File: config.mk
export PLATFORM = sky130hd
export DESIGN_NAME = rd_burst_seq_flat
export DESIGN_NICKNAME = d
export VERILOG_FILES = /design/src/rtl/rd_burst_seq_if.sv /design/src/rtl/rd_burst_seq.sv /design/src/flat_wrapper.sv
export SDC_FILE = /design/constraint.sdc
export NUM_CORES = 1
export LEC_CHECK = 0
export BUFFER_PORTS_ARGS = -buffer_cell sky130_fd_sc_hd__buf_2
export CAP_MARGIN = 20
export CORE_ASPECT_RATIO = 0.8
export CORE_MARGIN = 4
export CORE_UTILIZATION = 40
export CTS_CLUSTER_SIZE = 8
export DETAILED_ROUTE_END_ITERATION = 8
export PLACE_DENSITY_LB_ADDON = 0.2
export SYNTH_ARGS = -nofsm -noshare
export SYNTH_HDL_FRONTEND = slang
export SYNTH_SLANG_ARGS = --single-unit
File: constraint.sdc
create_clock -name clock -period 3.15 [get_ports clock]
set_clock_uncertainty 0.2 [all_clocks]
set_input_delay 0.4725 -clock clock [delete_from_list [all_inputs] [get_ports clock]]
set_output_delay 0.4725 -clock clock [all_outputs]
set_load 0.02 [all_outputs]
File: src/rtl/rd_burst_seq_if.sv
// ---------------------------------------------------------------------------
// rd_burst_seq_if: control, read-helper and output-stream signals of rd_burst_seq. Rev 1.0
// ---------------------------------------------------------------------------
`default_nettype none

interface rd_burst_seq_if #(
  parameter int ADDR_WIDTH    = 32,
  parameter int BUS_WIDTH     = 32,
  parameter int MAX_BURST_LEN = 4,
  parameter int COUNT_WIDTH   = 16
) ();
  logic                               start;
  logic [ADDR_WIDTH-1:0]              base_addr;
  logic [COUNT_WIDTH-1:0]             word_count;
  logic                               busy;
  logic                               done;
  logic                               error;
  logic                               rd_enable;
  logic [ADDR_WIDTH-1:0]              rd_addr;
  logic [3:0]                         rd_burst_len;
  logic [2:0]                         rd_burst_size;
  logic [MAX_BURST_LEN*BUS_WIDTH-1:0] rd_data;
  logic [1:0]                         rd_status;
  logic [BUS_WIDTH-1:0]               out_data;
  logic                               out_valid;
  logic                               out_ready;

  // master: the sequencer itself; slave: the controller, read helper and stream sink
  modport master (
    input  start, base_addr, word_count, rd_data, rd_status, out_ready,
    output busy, done, error, rd_enable, rd_addr, rd_burst_len, rd_burst_size,
    output out_data, out_valid
  );

  modport slave (
    output start, base_addr, word_count, rd_data, rd_status, out_ready,
    input  busy, done, error, rd_enable, rd_addr, rd_burst_len, rd_burst_size,
    input  out_data, out_valid
  );
endinterface

`default_nettype wire

File: src/rtl/rd_burst_seq.sv
// ---------------------------------------------------------------------------
// rd_burst_seq: splits a word-count read into 4 KB-safe bursts and streams the beats. Rev 1.0
// Option: define RD_SEQ_ABORT_ON_ERROR_EN to stop issuing bursts after an error response.
// ---------------------------------------------------------------------------
`default_nettype none

module rd_burst_seq #(
  parameter int ADDR_WIDTH    = 32,
  parameter int BUS_WIDTH     = 32,
  parameter int MAX_BURST_LEN = 4,
  parameter int COUNT_WIDTH   = 16
) (
  input wire             clock,
  input wire             reset_n,
  rd_burst_seq_if.master seq_if
);

  localparam int BYTE_SHIFT = $clog2(BUS_WIDTH / 8);
  localparam int DATA_W     = MAX_BURST_LEN * BUS_WIDTH;

  typedef enum logic [2:0] {
    IDLE    = 3'd0,
    REQ     = 3'd1,
    DRAIN   = 3'd2,
    RELEASE = 3'd3,
    FIN     = 3'd4
  } state_e;

  state_e                 state_q;
  logic [ADDR_WIDTH-1:0]  addr_q;
  logic [COUNT_WIDTH-1:0] remaining_q;
  logic [4:0]             beats_q;
  logic [4:0]             left_q;
  logic [DATA_W-1:0]      data_q;
  logic                   busy_q;
  logic                   done_q;
  logic                   error_q;
  logic                   rd_enable_q;
  logic [ADDR_WIDTH-1:0]  rd_addr_q;
  logic [3:0]             rd_burst_len_q;
  logic [BUS_WIDTH-1:0]   out_data_q;
  logic                   out_valid_q;

  logic [4:0]             first_beats_d;
  logic [4:0]             next_beats_d;
  logic                   more_d;

  // Beats = min(remaining, MAX_BURST_LEN, beats left before the next 4 KB page)
  function automatic logic [4:0] calc_beats(input logic [11:0] page_off,
                                            input logic [COUNT_WIDTH-1:0] rem);
    logic [12:0] room;
    logic [4:0]  n;
    room = (13'd4096 - {1'b0, page_off}) >> BYTE_SHIFT;
    n    = 5'(MAX_BURST_LEN);
    if (room < 13'(n)) n = room[4:0];
    if (rem < COUNT_WIDTH'(n)) n = rem[4:0];
    return n;
  endfunction

  assign first_beats_d = calc_beats(seq_if.base_addr[11:0], seq_if.word_count);
  assign next_beats_d  = calc_beats(addr_q[11:0], remaining_q);

`ifdef RD_SEQ_ABORT_ON_ERROR_EN
  // error_q is cleared by each accepted start, so it marks an error in this transfer
  assign more_d = (remaining_q != '0) && !error_q;
`else
  assign more_d = (remaining_q != '0);
`endif

  always_ff @(posedge clock or negedge reset_n) begin
    if (!reset_n) begin
      state_q        <= IDLE;
      addr_q         <= '0;
      remaining_q    <= '0;
      beats_q        <= '0;
      left_q         <= '0;
      data_q         <= '0;
      busy_q         <= 1'b0;
      done_q         <= 1'b0;
      error_q        <= 1'b0;
      rd_enable_q    <= 1'b0;
      rd_addr_q      <= '0;
      rd_burst_len_q <= '0;
      out_data_q     <= '0;
      out_valid_q    <= 1'b0;
    end else begin
      done_q <= 1'b0;
      case (state_q)
        IDLE: begin
          if (seq_if.start) begin
            error_q     <= 1'b0;
            busy_q      <= 1'b1;
            addr_q      <= seq_if.base_addr;
            remaining_q <= seq_if.word_count;
            if (seq_if.word_count == '0) begin
              state_q <= FIN;
            end else begin
              state_q        <= REQ;
              beats_q        <= first_beats_d;
              rd_enable_q    <= 1'b1;
              rd_addr_q      <= seq_if.base_addr;
              rd_burst_len_q <= 4'(first_beats_d - 5'd1);
            end
          end
        end
        REQ: begin
          if (seq_if.rd_status[1]) begin
            data_q      <= seq_if.rd_data;
            rd_enable_q <= 1'b0;
            left_q      <= beats_q;
            if (seq_if.rd_status == 2'd3) error_q <= 1'b1;
            addr_q      <= addr_q + (ADDR_WIDTH'(beats_q) << BYTE_SHIFT);
            remaining_q <= remaining_q - COUNT_WIDTH'(beats_q);
            state_q     <= DRAIN;
          end
        end
        DRAIN: begin
          // Beats shift out of the low end of data_q; the first is loaded one cycle after capture
          if (!out_valid_q) begin
            out_data_q  <= data_q[BUS_WIDTH-1:0];
            data_q      <= data_q >> BUS_WIDTH;
            out_valid_q <= 1'b1;
          end else if (seq_if.out_ready) begin
            if (left_q == 5'd1) begin
              out_valid_q <= 1'b0;
              state_q     <= RELEASE;
            end else begin
              out_data_q <= data_q[BUS_WIDTH-1:0];
              data_q     <= data_q >> BUS_WIDTH;
            end
            left_q <= left_q - 5'd1;
          end
        end
        RELEASE: begin
          if (seq_if.rd_status == 2'd0) begin
            if (more_d) begin
              state_q        <= REQ;
              beats_q        <= next_beats_d;
              rd_enable_q    <= 1'b1;
              rd_addr_q      <= addr_q;
              rd_burst_len_q <= 4'(next_beats_d - 5'd1);
            end else begin
              state_q <= FIN;
            end
          end
        end
        FIN: begin
          // done is registered on the way out, so it is seen in the first IDLE cycle
          done_q  <= 1'b1;
          busy_q  <= 1'b0;
          state_q <= IDLE;
        end
        default: state_q <= IDLE;
      endcase
    end
  end

  assign seq_if.busy          = busy_q;
  assign seq_if.done          = done_q;
  assign seq_if.error         = error_q;
  assign seq_if.rd_enable     = rd_enable_q;
  assign seq_if.rd_addr       = rd_addr_q;
  assign seq_if.rd_burst_len  = rd_burst_len_q;
  assign seq_if.rd_burst_size = 3'(BYTE_SHIFT);
  assign seq_if.out_data      = out_data_q;
  assign seq_if.out_valid     = out_valid_q;

endmodule

`default_nettype wire

File: src/flat_wrapper.sv
// flat-port wrapper written by rule: the top's interface ports become plain ports
module rd_burst_seq_flat 
#(
  parameter int ADDR_WIDTH    = 32,
  parameter int BUS_WIDTH     = 32,
  parameter int MAX_BURST_LEN = 4,
  parameter int COUNT_WIDTH   = 16
)
  (clock, reset_n, seq_if_start, seq_if_base_addr, seq_if_word_count, seq_if_rd_data, seq_if_rd_status, seq_if_out_ready, seq_if_busy, seq_if_done, seq_if_error, seq_if_rd_enable, seq_if_rd_addr, seq_if_rd_burst_len, seq_if_rd_burst_size, seq_if_out_data, seq_if_out_valid);
  rd_burst_seq_if #(.ADDR_WIDTH(ADDR_WIDTH), .BUS_WIDTH(BUS_WIDTH), .MAX_BURST_LEN(MAX_BURST_LEN), .COUNT_WIDTH(COUNT_WIDTH)) seq_if_i ();
  input wire clock;
  input wire reset_n;
  input wire logic [$bits(seq_if_i.start)-1:0] seq_if_start;
  input wire logic [$bits(seq_if_i.base_addr)-1:0] seq_if_base_addr;
  input wire logic [$bits(seq_if_i.word_count)-1:0] seq_if_word_count;
  input wire logic [$bits(seq_if_i.rd_data)-1:0] seq_if_rd_data;
  input wire logic [$bits(seq_if_i.rd_status)-1:0] seq_if_rd_status;
  input wire logic [$bits(seq_if_i.out_ready)-1:0] seq_if_out_ready;
  output wire logic [$bits(seq_if_i.busy)-1:0] seq_if_busy;
  output wire logic [$bits(seq_if_i.done)-1:0] seq_if_done;
  output wire logic [$bits(seq_if_i.error)-1:0] seq_if_error;
  output wire logic [$bits(seq_if_i.rd_enable)-1:0] seq_if_rd_enable;
  output wire logic [$bits(seq_if_i.rd_addr)-1:0] seq_if_rd_addr;
  output wire logic [$bits(seq_if_i.rd_burst_len)-1:0] seq_if_rd_burst_len;
  output wire logic [$bits(seq_if_i.rd_burst_size)-1:0] seq_if_rd_burst_size;
  output wire logic [$bits(seq_if_i.out_data)-1:0] seq_if_out_data;
  output wire logic [$bits(seq_if_i.out_valid)-1:0] seq_if_out_valid;
  assign seq_if_i.start = seq_if_start;
  assign seq_if_i.base_addr = seq_if_base_addr;
  assign seq_if_i.word_count = seq_if_word_count;
  assign seq_if_i.rd_data = seq_if_rd_data;
  assign seq_if_i.rd_status = seq_if_rd_status;
  assign seq_if_i.out_ready = seq_if_out_ready;
  assign seq_if_busy = seq_if_i.busy;
  assign seq_if_done = seq_if_i.done;
  assign seq_if_error = seq_if_i.error;
  assign seq_if_rd_enable = seq_if_i.rd_enable;
  assign seq_if_rd_addr = seq_if_i.rd_addr;
  assign seq_if_rd_burst_len = seq_if_i.rd_burst_len;
  assign seq_if_rd_burst_size = seq_if_i.rd_burst_size;
  assign seq_if_out_data = seq_if_i.out_data;
  assign seq_if_out_valid = seq_if_i.out_valid;
  rd_burst_seq #(.ADDR_WIDTH(ADDR_WIDTH), .BUS_WIDTH(BUS_WIDTH), .MAX_BURST_LEN(MAX_BURST_LEN), .COUNT_WIDTH(COUNT_WIDTH)) u_core (.clock(clock), .reset_n(reset_n), .seq_if(seq_if_i));
endmodule
After elaboration in Yosys (flattened, before gate mapping)
Cells that the tools add are included.

operators by class
  $add $sub $neg = 7
  eq/ne operators = 19
  order comparisons = 4
  multiplexer cells = 62
  reduce and logical (&&, ||, !) cells = 18

operator list
  kind                                                         count
  two-way mux 128 bit                                          4
  two-way mux 32 bit                                           9
  one-hot mux 128 bit (2 select lines)                         1
  one-hot mux 32 bit (2 select lines)                          2
  two-way mux 5 bit                                            11
  adder 32 x 7 -> 32 bit                                       1
  less-than comparator 16 x 5 -> 1 bit                         2
  two-way mux 16 bit                                           2
  one-hot mux 16 bit (2 select lines)                          1
  subtractor 13 x 12 -> 13 bit, first input constant           2
  two-way mux 3 bit                                            8
  less-than comparator 11 x 3 -> 1 bit, second input constant  2
  one-hot mux 5 bit (2 select lines)                           2
  logical NOT 16 bit                                           1
  two-way mux 4 bit                                            4
  nonzero test 16 bit                                          1
  subtractor 16 x 5 -> 16 bit                                  1
  two-way mux 1 bit                                            13
  inequality test 2 bit, second input constant                 6
  one-hot mux 3 bit (4 select lines)                           1
  AND reduction 4 bit                                          3
  AND reduction 6 bit                                          2
  inequality test 2 x 1 -> 1 bit, second input constant        5
  one-hot mux 4 bit (2 select lines)                           1
  other kinds (17)                                             25

word-level totals
  input bits = 182
  register bits after elaboration = 262

Logic depth before layout (Yosys ltp)
  depth after elaboration = 9
  gate-level depth with buffers = 14
  mapped depth without buffers = 14

Worst setup path after synthesis
OpenSTA, ideal clock, no wires.

  path type = reg-to-reg
  start = register u_core.addr_q[10]
  end = register u_core.rd_burst_len_q[2] (netlist: u_core.seq_if.rd_burst_len[2])
  cell stages (with the launch flop) = 15
  path slack = -121 ps
  data arrival time = 2,924 ps
  clock period less this slack = 3,271 ps
  required time = 2,803 ps
  library setup time = 147 ps
  cells stage by stage = dfrtp_1 -> clkbuf_2 -> nand4_1 -> a211oi_1 -> o21ai_0 -> ha_1 -> nand3_1 -> or3_2 -> o32ai_2 -> o21ai_0 -> and2_1 -> o21a_1 -> ha_1 -> xnor2_1 -> o21ai_0

between the ends
  cells in the longest elaborated chain, start to end = 9

RTL lines
  element                                   line                 RTL
  from (decl)                               rd_burst_seq.sv:30   logic [ADDR_WIDTH-1:0] addr_q;
  from (signal assigned)                    rd_burst_seq.sv:93   addr_q <= seq_if.base_addr;
  from (signal assigned)                    rd_burst_seq.sv:112  addr_q <= addr_q + (ADDR_WIDTH'(beats_q) << BYTE_SHIFT);
  subtractor 13 x 12 -> 13 bit (*)          rd_burst_seq.sv:53   room = (13'd4096 - {1'b0, page_off}) >> BYTE_SHIFT;
  less-than comparator 11 x 3 -> 1 bit (*)  rd_burst_seq.sv:55   if (room < 13'(n)) n = room[4:0];
  two-way mux 5 bit (*)                     rd_burst_seq.sv:55
  less-than comparator 16 x 5 -> 1 bit      rd_burst_seq.sv:56   if (rem < COUNT_WIDTH'(n)) n = rem[4:0];
  two-way mux 5 bit (*)                     rd_burst_seq.sv:56
  subtractor 4 x 1 -> 4 bit (*)             rd_burst_seq.sv:141  rd_burst_len_q <= 4'(next_beats_d - 5'd1);
  two-way mux 4 bit (*)                     rd_burst_seq.sv:136  if (more_d) begin
  two-way mux 4 bit (*)                     rd_burst_seq.sv:135  if (seq_if.rd_status == 2'd0) begin
  one-hot mux 4 bit (2 select lines) (*)    rd_burst_seq.sv:88   case (state_q)
  to (signal assigned)                      rd_burst_seq.sv:102  rd_burst_len_q <= 4'(first_beats_d - 5'd1);
  to (signal assigned)                      rd_burst_seq.sv:141
  to (decl)                                 rd_burst_seq.sv:40   logic [3:0] rd_burst_len_q;

Mark *: on every way between the ends. The rest lies on a longest branch, timed or not. The select of a mux whose other input is x is not followed.
A chain may end at the register's enable or synchronous reset.

Worst setup path after layout
  start = register u_core.addr_q[7]
  end = register u_core.rd_burst_len_q[2] (netlist: u_core.seq_if.rd_burst_len[2])

The elaborated chain is that of the path after synthesis.

==> impl_metrics.toml <==
[run_status]
outcome = "finished, final reports clean"

[grt]
grt_max_degree = 73
gr-total-overflow = 0
antenna_found_initial = 4
grt_pass1_wl_mm = 62.3
grt_pass1_vias = 11000
grt_usage = 0.219

[yosys]
synth_area_leaders = "dfrtp_1 (51%), mux2i_1 (7.6%), nand2_1 (6.0%), o21ai_0 (5.2%), mux2_2 (2.8%)"
synth_edf_count = 0
syn-mean-instance-area_um2 = 9.74
async_flop_share = 1.00
yosysSeqAreaShare = 0.506
syn_area_mm2 = 0.0129
synth-main-ff-cell = "dfrtp_1"
synthCells = 1330
synth_top_area_share = 0.506
ys_ff_latch = 262
yosysWarningCount = 0
synth_common_cells = "dfrtp_1 (262), nand2_1 (208), o21ai_0 (135), mux2i_1 (98), nor2_1 (87)"
synth_cell_type_count = 75
yosysTopAreaCell = "dfrtp_1"
yosysMostFrequentCell = "dfrtp_1"

[placement]
hpwl_mm = 28.9
placedInstanceArea_mm2 = 0.0153
dp.cells = 2008
port_buffers = 254
place.gp.congestion = 0.879

[timing]
maxSlewViolCount = 0
layout_worst_path_cycle_share = 0.984
grt_setup_unrepaired = "yes"
finalSetupViolations = 0
relSlewSlack = 0.509
tightest_slew_ps = 737
hold_viol = 0
period_needed_ps = 3100
max_clock_freq_ghz = 0.323

[final_layout]
post-route-util = 0.532
area_growth_syn_to_layout_pct = 30.3
nNetsFinal = 1885
drive_gt1_frac = 0.272
final_area_mm2 = 0.0169
fin_cells = 2106
fillers = 2914

[floorplan]
die_h_um = 169
io_pins = 258
core_mm2 = 0.0317
start_util = 0.408
num_rows = 58
chipWidth_um = 209
die_area_mm2 = 0.0353

[worst_setup_path]
criticalPathCategory = "reg2reg"
r2r-start = "u_core.addr_q[7]"
r2r-end = "u_core.seq_if.rd_burst_len[2]"
crit_path_max_fanout = 7
cp_slowest_stage_delay_ps = 360
cp.depth = 13
worst_ep_required_time_ps = 3370
critPathCapture = "u_core.seq_if.rd_burst_len[2]"
end_kind = "register"
startpoint = "u_core.addr_q[7]"
ff2ff_setup_slack_ps = 50
critical_path.slowest_cell = "or3_4"
worst_ep_arrival_time_ps = 3320
r2r.worst_path.cells = 13
critPathBufInv = 1
start_kind = "register"
cp_cell_sequence = "nand4_1 -> a211oi_2 -> buf_4 -> ha_1 -> a21o_1 -> a21oi_2 -> o32ai_4 -> or3_4 -> and2_1 -> o21a_1 -> ha_4 -> xnor2_1 -> o21ai_1"
crit_family = "compound AO/OA/AOI/OAI gates"

[clocking]
cts_buffers = 38
cts_tree = "built"
cts_sinks = 262
htree_levels = 2
root_buffer = "clkbuf_16"
clkTransAtPathRegs_ps = 50
cts.path.max_buffers = 3
insertion_delay_ps = 530

[route]
firstDrtPassIters = 5
drtAntennaViolNets = 0
routed_wl_mm = 39.8
drc = 0
post_drt_wl_per_cell_um = 18.9
first_iter_violations = 892
via_per_inst = 5.42
vias = 11400

[flow_run]
maxCapViolCount = 0

[min_path]
hold_class = "in2reg"
min_path_cells = 3

[pwr]
power.leakage_nw = 7.68
ir_worst_vdd_mv = 0.445
powerDensity_mw_per_mm2 = 1070
[per-stage QoR]
stage | setup WS [ps] | hold WS, ps | power [mW] | setup TNS [ps]
finish | 50.5 | 29.6 | 18.0 | 0
global route | -92.7 | 27.2 | 19.4 | -163
CTS | 21.2 | 0.368 | 18.0 | 0
detailed placement | -228 | 266 | 14.3 | -662
global placement | -174 | 257 | 14.0 | -449
floorplan | 5.81 | -23.1 | 11.4 | 0
[tightest hold or removal path: cells and delay by family]
family / cells / cell delay (ps)
buffers and inverters: 1 / 110
AO/OA/AOI/OAI: 1 / 80
AND/OR/NAND/NOR: 1 / 50
[what timing repair did]
action,4_1_cts,5_1_grt
endpoints found under the setup margin,2,8
buffers inserted,0,5
pin swaps,0,13
gates resized for setup,1,13
hold buffers,47,0
hold endpoints to repair,108,0
[power breakdown]
group | switching (mW) | total (mW) | internal [mW]
registers | 1.13 | 6.15 | 5.02
clock network | 1.47 | 3.64 | 2.17
logic | 4.89 | 8.21 | 3.32
total | 7.48 | 18.0 | 10.5
[state kept, by name (all words and copies together), names as in the netlist, 3 cells and up]
signal,count
u_core.addr_q,32
u_core.beats_q,5
u_core.data_q,128
u_core.left_q,5
u_core.remaining_q,16
u_core.seq_if.out_data,32
u_core.seq_if.rd_addr,32
u_core.seq_if.rd_burst_len,4
u_core.state_q,3
[cells in the final DEF (no fill, tap or decap), types with 5 or more instances in the layout]
cell type      count
and2_1             7
nor2b_1            6
nor4_1            10
nand2_1          208
mux2_2            32
nor3_1            20
and4_1             5
mux2i_1           98
o22ai_1           18
o21a_1             6
a31oi_1           40
buf_4             81
a22o_1            32
a211oi_1           8
a21o_1             5
dlygate4sd3_1     47
o21ai_1            5
nor2_1            84
inv_1             27
dfrtp_1          262
a21oi_1           66
and3_1             6
buf_12            13
o22a_1             7
clkbuf_16         38
nand3_1           26
buf_2            253
ha_1              20
nand2b_1           5
o21ai_0          130
o31a_1             6
nand4_1           13
conb_1             7
[cells by family after synthesis]
group | synth area share
AND/OR/NAND/NOR | 0.144
multiplexers | 0.104
flip-flops | 0.506
buffers and inverters | 0.0381
AO/OA/AOI/OAI | 0.182
adder cells (fa/ha/maj) | 0.0234
other | 0.000580
XOR/XNOR | 0.00135
[area by class of cell]
class | count | area (um^2) | share of cell area
clock inverter | 3 | 56.3 | 0.00334
timing repair buffer | 395 | 2620 | 0.155
tap | 420 | 526 | 0.0311
multi-input combinational | 955 | 6040 | 0.358
clock buffer | 39 | 965 | 0.0572
antenna | 4 | 10.0 | 0.000593
sequential | 262 | 6560 | 0.388
inverter | 28 | 105 | 0.00623
[layer usage]
layer | up-vias | GRT usage | wire length, um
li1 | 5481 | - | -
met1 | 5500 | 0.347 | 20100
met2 | 384 | 0.307 | 16400
met3 | 50 | 0.0452 | 2670
met4 | 2 | 0.0491 | 617
met5 | - | 0 | 7
[worst min-delay path by stage]
| stage | end | slack [ps] | from |
|---|---|---|---|
| 2_1_floorplan | u_core.addr_q[0] | -20 | reset_n |
| 3_3_place_gp | u_core.data_q[14] | 260 | u_core.data_q[14] |
| 3_5_place_dp | u_core.data_q[112] | 270 | reset_n |
| 4_1_cts | u_core.seq_if.rd_addr[25] | 0.4 | seq_if_base_addr[25] |
| 5_1_grt | u_core.state_q[1] | 30 | seq_if_rd_status[1] |
| 6_report | u_core.seq_if.rd_addr[20] | 30 | seq_if_base_addr[20] |
No activity file was read; power rests on OpenSTA's default activity.
